[config.mk]
export PLATFORM = sky130hd
export DESIGN_NAME = cpa_trace_host_flat
export DESIGN_NICKNAME = d
export VERILOG_FILES = /design/src/rtl/cpa_pkg.sv /design/src/rtl/cpa_trace_host_if.sv /design/src/rtl/cpa_pt_lfsr.sv /design/src/rtl/cpa_trace_host.sv /design/src/flat_wrapper.sv
export SDC_FILE = /design/constraint.sdc
export NUM_CORES = 1
export LEC_CHECK = 0
export CAP_MARGIN = 10
export CORE_MARGIN = 3
export CORE_UTILIZATION = 51
export CTS_CLUSTER_DIAMETER = 50
export DETAILED_ROUTE_END_ITERATION = 12
export PLACE_DENSITY = 0.85
export RECOVER_POWER = 100
export SLEW_MARGIN = 20
export SYNTH_ARGS = -nofsm -noshare
export SYNTH_HDL_FRONTEND = slang
export SYNTH_SLANG_ARGS = --single-unit
[constraint.sdc]
create_clock -name clk -period 4.95 [get_ports clk]
set_input_delay 0.7425 -clock clk [delete_from_list [all_inputs] [get_ports clk]]
set_output_delay 0.7425 -clock clk [all_outputs]
set_load 0.02 [all_outputs]
[src/rtl/cpa_pkg.sv]
// cpa_pkg: shared constants and FSM state type for the CPA capture host.
// LFSR tap mask is only consumed by builds with CPA_HOST_LFSR_EN defined.
package cpa_pkg;

   localparam int unsigned AES_BLOCK_BYTES     = 16;
   localparam int unsigned SENSE_BYTES_DEFAULT = 56;
   localparam int unsigned LFSR_WIDTH          = 128;

   // Fibonacci taps 128,126,101,99 expressed as zero-based bit positions
   localparam logic [LFSR_WIDTH-1:0] LFSR_TAP_MASK =
      (128'h1 << 127) | (128'h1 << 125) | (128'h1 << 100) | (128'h1 << 98);

   typedef enum logic [3:0] {
      ST_IDLE,
      ST_GEN_PT,
      ST_SEND_PT,
      ST_TX_WAIT,
      ST_RECV_CT,
      ST_RECV_SENSE,
      ST_NEXT,
      ST_DONE,
      ST_ERR
   } cpa_state_e;

endpackage

[src/rtl/cpa_trace_host_if.sv]
// cpa_trace_host_if: byte-wide UART handshake between the trace host and its UART core.
// master = trace host, slave = UART core.
interface cpa_trace_host_if;

   logic       uart_tx_ready;
   logic       uart_tx_enable;
   logic [7:0] uart_data_to_tx;
   logic       uart_rx_ready;
   logic [7:0] uart_data_from_rx;

   modport master (
      input  uart_tx_ready,
      output uart_tx_enable,
      output uart_data_to_tx,
      input  uart_rx_ready,
      input  uart_data_from_rx
   );

   modport slave (
      output uart_tx_ready,
      input  uart_tx_enable,
      input  uart_data_to_tx,
      output uart_rx_ready,
      output uart_data_from_rx
   );

endinterface

[src/rtl/cpa_pt_lfsr.sv]
// cpa_pt_lfsr: 128-bit Fibonacci plaintext LFSR with load/step control.
// Only present when CPA_HOST_LFSR_EN is defined; a zero SEED is replaced by 1.
`ifdef CPA_HOST_LFSR_EN
module cpa_pt_lfsr
   import cpa_pkg::*;
#(
   parameter logic [LFSR_WIDTH-1:0] SEED = 128'h1
) (
   input  logic                  clk,
   input  logic                  rst,
   input  logic                  i_load,
   input  logic                  i_step,
   output logic [LFSR_WIDTH-1:0] o_state,
   output logic [LFSR_WIDTH-1:0] o_next
);

   localparam logic [LFSR_WIDTH-1:0] SEED_EFF = (SEED == '0) ? 128'h1 : SEED;

   logic [LFSR_WIDTH-1:0] r_state;
   logic                  w_fb;

   assign w_fb    = ^(r_state & LFSR_TAP_MASK);
   assign o_next  = {r_state[LFSR_WIDTH-2:0], w_fb};
   assign o_state = r_state;

   always_ff @(posedge clk) begin
      if (rst || i_load) begin
         r_state <= SEED_EFF;
      end else if (i_step) begin
         r_state <= o_next;
      end
   end

endmodule
`endif

[src/rtl/cpa_trace_host.sv]
// cpa_trace_host: per trace sends a 16-byte plaintext, collects ciphertext and sensor bytes, with idle timeout.
// Define CPA_HOST_LFSR_EN to generate plaintexts with an on-chip LFSR instead of sampling pt_in.
module cpa_trace_host
   import cpa_pkg::*;
#(
   parameter int unsigned    NUM_TRACES     = 1000,
   parameter int unsigned    SENSE_BYTES    = SENSE_BYTES_DEFAULT,
   parameter logic [23:0]    TIMEOUT_CYCLES = 24'd12_000_000,
   parameter logic [127:0]   LFSR_SEED      = 128'h1
) (
   input  logic                    clk,
   input  logic                    rst,
   input  logic                    start,
   input  logic [127:0]            pt_in,
   cpa_trace_host_if.master        uart,
   output logic [127:0]            pt_out,
   output logic [127:0]            ct_out,
   output logic                    ct_valid,
   output logic [7:0]              sense_byte,
   output logic                    sense_valid,
   output logic [8:0]              sense_index,
   output logic [15:0]             trace_count,
   output logic                    busy,
   output logic                    done,
   output logic                    timeout_err
);

   cpa_state_e    r_state, w_state_nxt;
   logic [8:0]    r_cnt;
   logic [23:0]   r_to_cnt;
   logic          r_tx_low, r_start_d;
   logic          r_tx_en;
   logic [7:0]    r_tx_data;
   logic [127:0]  r_pt, r_ct;
   logic          r_ct_valid, r_sense_valid;
   logic [7:0]    r_sense_byte;
   logic [8:0]    r_sense_index;
   logic [15:0]   r_trace_count;
   logic          r_to_err;

   logic          w_run_start, w_tx_fire, w_rx_take, w_to_expire;
   logic          w_rx, w_to_term, w_gen_last;
   logic [127:0]  w_pt_gen;

   assign w_rx      = uart.uart_rx_ready;
   assign w_to_term = (r_to_cnt == TIMEOUT_CYCLES - 24'd1);

`ifdef CPA_HOST_LFSR_EN
   logic [127:0] w_lfsr_next, w_unused_lfsr_state;
   logic         w_unused_pt, w_gen_step;

   assign w_unused_pt = ^pt_in;
   assign w_gen_step  = (r_state == ST_GEN_PT);
   // GEN_PT spans 128 steps; the last step's successor is what lands in pt_out
   assign w_gen_last  = w_gen_step && (r_cnt[6:0] == 7'h7f);
   assign w_pt_gen    = w_lfsr_next;

   cpa_pt_lfsr #(.SEED(LFSR_SEED)) u_lfsr (
      .clk     (clk),
      .rst     (rst),
      .i_load  (w_run_start),
      .i_step  (w_gen_step),
      .o_state (w_unused_lfsr_state),
      .o_next  (w_lfsr_next)
   );
`else
   logic [127:0] w_unused_seed;

   assign w_unused_seed = LFSR_SEED;
   assign w_gen_last    = (r_state == ST_GEN_PT);
   assign w_pt_gen      = pt_in;
`endif

   always_ff @(posedge clk) begin
      if (rst) r_state <= ST_IDLE;
      else     r_state <= w_state_nxt;
   end

   always_comb begin
      w_state_nxt = r_state;
      w_run_start = 1'b0;
      w_tx_fire   = 1'b0;
      w_rx_take   = 1'b0;
      w_to_expire = 1'b0;
      case (r_state)
         ST_IDLE: if (start) begin
            w_run_start = 1'b1;
            w_state_nxt = ST_GEN_PT;
         end
         ST_GEN_PT: if (w_gen_last) w_state_nxt = ST_SEND_PT;
         ST_SEND_PT: if (uart.uart_tx_ready) begin
            w_tx_fire   = 1'b1;
            w_state_nxt = ST_TX_WAIT;
         end
         ST_TX_WAIT: if (r_tx_low && uart.uart_tx_ready) begin
            w_state_nxt = (r_cnt == 9'(AES_BLOCK_BYTES)) ? ST_RECV_CT : ST_SEND_PT;
         end
         ST_RECV_CT: begin
            if (w_rx) begin
               w_rx_take = 1'b1;
               if (r_cnt == 9'(AES_BLOCK_BYTES - 1)) w_state_nxt = ST_RECV_SENSE;
            end else if (w_to_term) begin
               w_to_expire = 1'b1;
               w_state_nxt = ST_ERR;
            end
         end
         ST_RECV_SENSE: begin
            if (w_rx) begin
               w_rx_take = 1'b1;
               if (r_cnt == 9'(SENSE_BYTES - 1)) w_state_nxt = ST_NEXT;
            end else if (w_to_term) begin
               w_to_expire = 1'b1;
               w_state_nxt = ST_ERR;
            end
         end
         ST_NEXT: w_state_nxt = (r_trace_count == 16'(NUM_TRACES - 1)) ? ST_DONE : ST_GEN_PT;
         ST_DONE: w_state_nxt = ST_IDLE;
         ST_ERR: if (start && !r_start_d) begin
            w_run_start = 1'b1;
            w_state_nxt = ST_GEN_PT;
         end
         default: w_state_nxt = ST_IDLE;
      endcase
   end

   always_ff @(posedge clk) begin
      if (rst) begin
         r_cnt         <= '0;
         r_to_cnt      <= '0;
         r_tx_low      <= 1'b0;
         r_start_d     <= 1'b0;
         r_tx_en       <= 1'b0;
         r_tx_data     <= '0;
         r_pt          <= '0;
         r_ct          <= '0;
         r_ct_valid    <= 1'b0;
         r_sense_valid <= 1'b0;
         r_sense_byte  <= '0;
         r_sense_index <= '0;
         r_trace_count <= '0;
         r_to_err      <= 1'b0;
      end else begin
         r_start_d     <= start;
         r_tx_en       <= 1'b0;
         r_ct_valid    <= 1'b0;
         r_sense_valid <= 1'b0;
         if (w_run_start) begin
            r_trace_count <= '0;
            r_to_err      <= 1'b0;
            r_cnt         <= '0;
         end
         if (w_to_expire) r_to_err <= 1'b1;
         case (r_state)
            ST_GEN_PT: begin
               if (w_gen_last) begin
                  r_pt  <= w_pt_gen;
                  r_cnt <= '0;
               end else begin
                  r_cnt <= r_cnt + 9'd1;
               end
            end
            ST_SEND_PT: if (w_tx_fire) begin
               r_tx_en   <= 1'b1;
               r_tx_data <= r_pt[{r_cnt[3:0], 3'b000} +: 8];
               r_cnt     <= r_cnt + 9'd1;
               r_tx_low  <= 1'b0;
            end
            ST_TX_WAIT: begin
               if (!uart.uart_tx_ready) r_tx_low <= 1'b1;
               if (w_state_nxt == ST_RECV_CT) begin
                  r_cnt    <= '0;
                  r_to_cnt <= '0;
               end
            end
            ST_RECV_CT: begin
               r_to_cnt <= w_rx ? '0 : r_to_cnt + 24'd1;
               if (w_rx_take) begin
                  r_ct[{r_cnt[3:0], 3'b000} +: 8] <= uart.uart_data_from_rx;
                  if (w_state_nxt == ST_RECV_SENSE) begin
                     r_ct_valid <= 1'b1;
                     r_cnt      <= '0;
                  end else begin
                     r_cnt <= r_cnt + 9'd1;
                  end
               end
            end
            ST_RECV_SENSE: begin
               r_to_cnt <= w_rx ? '0 : r_to_cnt + 24'd1;
               if (w_rx_take) begin
                  r_sense_byte  <= uart.uart_data_from_rx;
                  r_sense_index <= r_cnt;
                  r_sense_valid <= 1'b1;
                  r_cnt         <= (w_state_nxt == ST_NEXT) ? '0 : r_cnt + 9'd1;
               end
            end
            ST_NEXT: r_trace_count <= r_trace_count + 16'd1;
            default: ;
         endcase
      end
   end

   assign uart.uart_tx_enable  = r_tx_en;
   assign uart.uart_data_to_tx = r_tx_data;
   assign pt_out      = r_pt;
   assign ct_out      = r_ct;
   assign ct_valid    = r_ct_valid;
   assign sense_byte  = r_sense_byte;
   assign sense_valid = r_sense_valid;
   assign sense_index = r_sense_index;
   assign trace_count = r_trace_count;
   assign timeout_err = r_to_err;
   assign busy        = !((r_state == ST_IDLE) || (r_state == ST_DONE) || (r_state == ST_ERR));
   assign done        = (r_state == ST_DONE);

endmodule

[src/flat_wrapper.sv]
// flat-port wrapper written by rule: the top's interface ports become plain ports
module cpa_trace_host_flat import cpa_pkg::*;
#(
   parameter int unsigned    NUM_TRACES     = 1000,
   parameter int unsigned    SENSE_BYTES    = SENSE_BYTES_DEFAULT,
   parameter logic [23:0]    TIMEOUT_CYCLES = 24'd12_000_000,
   parameter logic [127:0]   LFSR_SEED      = 128'h1
)
  (clk, rst, start, pt_in, pt_out, ct_out, ct_valid, sense_byte, sense_valid, sense_index, trace_count, busy, done, timeout_err, uart_uart_tx_ready, uart_uart_tx_enable, uart_uart_data_to_tx, uart_uart_rx_ready, uart_uart_data_from_rx);
  cpa_trace_host_if uart_i ();
  input  logic clk;
  input  logic rst;
  input  logic start;
  input  logic [127:0] pt_in;
  output logic [127:0] pt_out;
  output logic [127:0] ct_out;
  output logic ct_valid;
  output logic [7:0] sense_byte;
  output logic sense_valid;
  output logic [8:0] sense_index;
  output logic [15:0] trace_count;
  output logic busy;
  output logic done;
  output logic timeout_err;
  input wire logic [$bits(uart_i.uart_tx_ready)-1:0] uart_uart_tx_ready;
  output wire logic [$bits(uart_i.uart_tx_enable)-1:0] uart_uart_tx_enable;
  output wire logic [$bits(uart_i.uart_data_to_tx)-1:0] uart_uart_data_to_tx;
  input wire logic [$bits(uart_i.uart_rx_ready)-1:0] uart_uart_rx_ready;
  input wire logic [$bits(uart_i.uart_data_from_rx)-1:0] uart_uart_data_from_rx;
  assign uart_i.uart_tx_ready = uart_uart_tx_ready;
  assign uart_uart_tx_enable = uart_i.uart_tx_enable;
  assign uart_uart_data_to_tx = uart_i.uart_data_to_tx;
  assign uart_i.uart_rx_ready = uart_uart_rx_ready;
  assign uart_i.uart_data_from_rx = uart_uart_data_from_rx;
  cpa_trace_host #(.NUM_TRACES(NUM_TRACES), .SENSE_BYTES(SENSE_BYTES), .TIMEOUT_CYCLES(TIMEOUT_CYCLES), .LFSR_SEED(LFSR_SEED)) u_core (.clk(clk), .rst(rst), .start(start), .pt_in(pt_in), .uart(uart_i), .pt_out(pt_out), .ct_out(ct_out), .ct_valid(ct_valid), .sense_byte(sense_byte), .sense_valid(sense_valid), .sense_index(sense_index), .trace_count(trace_count), .busy(busy), .done(done), .timeout_err(timeout_err));
endmodule
==> impl_metrics.csv <==
group,metric,value,unit
outcome,status,"finished, violations left",
outcome,violations,"capacitance limit, slew limit",
setup_path,critical-path-max-stage-delay,1410,ps
yosys,yosysSeqAreaShare,0.4785,
timing,worst_pin_slew,2584,ps
yosys,ys_seq_elements,340,
floorplanning,die-area,29930,µm²
cts,postCtsSetupRepairBufs,0,
timing,finalHoldViolCount,0,
placement,portBuffers,443,
cts,ctsHtreeMaxLevel,2,
timing,fin_crit_sh,0.8092,
yosys,syn-num-nets,1796,
grt,grt_pass1_vias,13465,
timing,fin_tns_setup,0,ps
yosys,synth_top_area_frac,0.4785,
power_and_ir_drop,fin_total_pwr,6446,µW
layout,synthToLayoutAreaGrowth,40.72,%
route,viasPerCell,5.719,
setup_path,crit_type,"reg2reg",
setup_path,crit_buf_inv,1,
route,wl_met2,23930,µm
job,maxCapViolations,7,
cts,cts.sinks,340,
timing,setup_viol,0,
power_and_ir_drop,leakage,0.008064,µW
grt,antenna_found_initial,2,
layout,fin_nets,2171,
setup_path,crit_fanout,25,
timing,slew_violations,419,
yosys,synth_area_leaders,"dfxtp_1, nand2_1, a21oi_1, mux2i_1, mux4_2",
floorplanning,die_w,173.0,µm
cts,root_buffer,"clkbuf_16",
cts,clockBufferDepth,3,
setup_path,crit_slowest_cell,"o21ai_0",
layout,nFillCells,2021,
min_path,hold_path.class,"reg2reg",
timing,hold-worst-slack,449.5,ps
cts,cts_tree,"built",
floorplanning,fp.dieH,173.0,µm
cts,ctsHoldBuffers,0,
placement,dp_hpwl,34810,µm
route,highest_layer,"met5",
grt,grt_first_pass_wirelength,75070,µm
cts,clk_pin_slew_worst_paths,60,ps
placement,gp_congestion,0.9106,
yosys,syn_area_per_cell,8.626,µm²
cts,clock_latency,530,ps
layout,drive_above_1_share,0.06378,
yosys,ys_async_sr_fraction,0,
grt,gr-total-overflow,0,
floorplanning,start_util,0.5234,
timing,period_minus_slack,4006,ps
yosys,ys.flop_type,"dfxtp_1",
setup_path,crit_path_start_kind,"register",
timing,finClkSkew,18.80,ps
route,drt_first_pass_iters,5,
route,wirelength,48670,µm
route,drc,0,
yosys,synthCells,1649,
setup_path,critPathTopFamily,"compound AO/OA/AOI/OAI gates",
timing,max_freq,249.7,MHz
setup_path,required,5280,ps
placement,dp_slack,1325,ps
yosys,synth_common_cells,"nand2_1, dfxtp_1, a21oi_1, nor2_1, clkbuf_1",
yosys,synth_area,14220,µm²
floorplanning,rows,60,
route,drt-initial-drc-count,1198,
route,vias,13874,
yosys,synth_top_area_cell,"dfxtp_1",
floorplanning,core,27180,µm²
timing,timing.slew.headroom,-0.7225,
layout,finalNonFillerCells,2426,
setup_path,endpoint_kind,"register",
route,routed-wl-met3,3980,µm
timing,rsz0062_at_grt,"no",
floorplanning,io_pins,444,
yosys,synth.distinct_cells,69,
grt,grt_max_degree,129,
power_and_ir_drop,powerDensity,322.0,nW/µm²
route,m1WireLength,18570,µm
yosys,synth_warnings,0,
power_and_ir_drop,irDropWorstVdd,303.2,µV
cts,numCtsBuffers,39,
layout,num_antenna_cells,0,
setup_path,path_cells,"inv_1, ha_1, or4bb_1, o41a_1, o21ai_0, nor2_1",
placement,dp.cells,2355,
setup_path,worstPathArrival,4330,ps
grt,grt_use_total,0.3086,
yosys,yosysMostFrequentCell,"nand2_1",
cts,cts-resized-gates,0,
yosys,synth_edf_count,0,
route,wl_per_cell,20.06,µm
route,antenna_left,0,
timing,fin_ws,944.4,ps
[final cells by class]
| type | count | area (µm²) | share of cell area |
|---|---|---|---|
| tap | 372 | 465.4 | 0.02325 |
| clock buffer | 58 | 1157 | 0.05782 |
| timing repair buffer | 454 | 4513 | 0.2255 |
| sequential | 340 | 6809 | 0.3402 |
| clock inverter | 13 | 143.9 | 0.007188 |
| multi-input combinational | 1180 | 6894 | 0.3444 |
| inverter | 9 | 33.78 | 0.001688 |
[worst reg2reg max path, cell delays in order (launching register included)]
cell	delay (ps)
dfxtp_2	550
inv_1	250
ha_1	340
or4bb_1	510
o41a_1	590
o21ai_0	1420
nor2_1	150
[stage by stage]
stage	instance area, µm²	util
finish	20020	0.7366
floorplan	14220	-
global placement	18760	0.6904
detailed placement	18760	0.6904
global route	20020	0.7366
CTS	20060	0.7383
[cells in the final DEF (no fill, tap or decap), drive strengths merged, types with 10 or more instances in the layout]
master | Yosys | layout
or3 | 11 | 11
a21oi | 214 | 214
clkdlybuf4s50 | 0 | 138
xor2 | 11 | 11
nor3 | 22 | 22
dlygate4sd3 | 0 | 304
mux2i | 96 | 96
a22oi | 17 | 17
o21ai | 53 | 53
nand3 | 47 | 47
nand2b | 10 | 10
dfxtp | 340 | 340
inv | 9 | 14
nand4 | 18 | 18
mux4 | 32 | 32
clkbuf | 102 | 63
nor2 | 111 | 111
nand2 | 412 | 412
and3 | 14 | 14
[cell families after synthesis]
kind of cell | after synthesis | share of synthesized area
AOI/OAI and AO/OA | 335 | 0.1341
xor gates and xnor gates | 16 | 0.009851
adders and majority gates | 6 | 0.005277
buffers and inverters | 129 | 0.03668
DFF | 340 | 0.4785
muxes | 129 | 0.1190
and+or+nand+nor | 694 | 0.2166
[worst paths after layout]
path         cells past startpoint         startpoint                   to  slack, ps
max reg2reg                      6    u_core.r_cnt[0]  u_core.r_to_cnt[13]        940
min                              2  u_core.ct_out[58]    u_core.ct_out[58]        450
max                              6    u_core.r_cnt[0]  u_core.r_to_cnt[13]        940
min reg2reg                      2  u_core.ct_out[58]    u_core.ct_out[58]        450
[metal layers]
layer  GRT usage  vias up
met4      0.1277        4
li1            -     6465
met3     0.07554      125
met1      0.3622     6633
met2      0.5401      647
met5           0        -
[power breakdown]
part	internal, µW	total, µW	switching (µW)
Clock	1740	2890	1150
Sequential	2810	2880	70.3
Combinational	292	679	388
Total	4840	6450	1610
[registers in the layout (all words and copies together) (netlist names)]
name                         flops
u_core.sense_byte                8
u_core.r_state                   4
u_core.trace_count              16
u_core.r_cnt                     9
u_core.r_to_cnt                 24
u_core.r_start_d                 1
u_core.sense_index               9
u_core.ct_out                  128
u_core.ct_valid                  1
u_core.timeout_err               1
u_core.r_tx_low                  1
u_core.uart.uart_tx_enable       1
u_core.uart.uart_data_to_tx      8
u_core.sense_valid               1
u_core.pt_out                  128
Power figures use the tool's default switching activity.
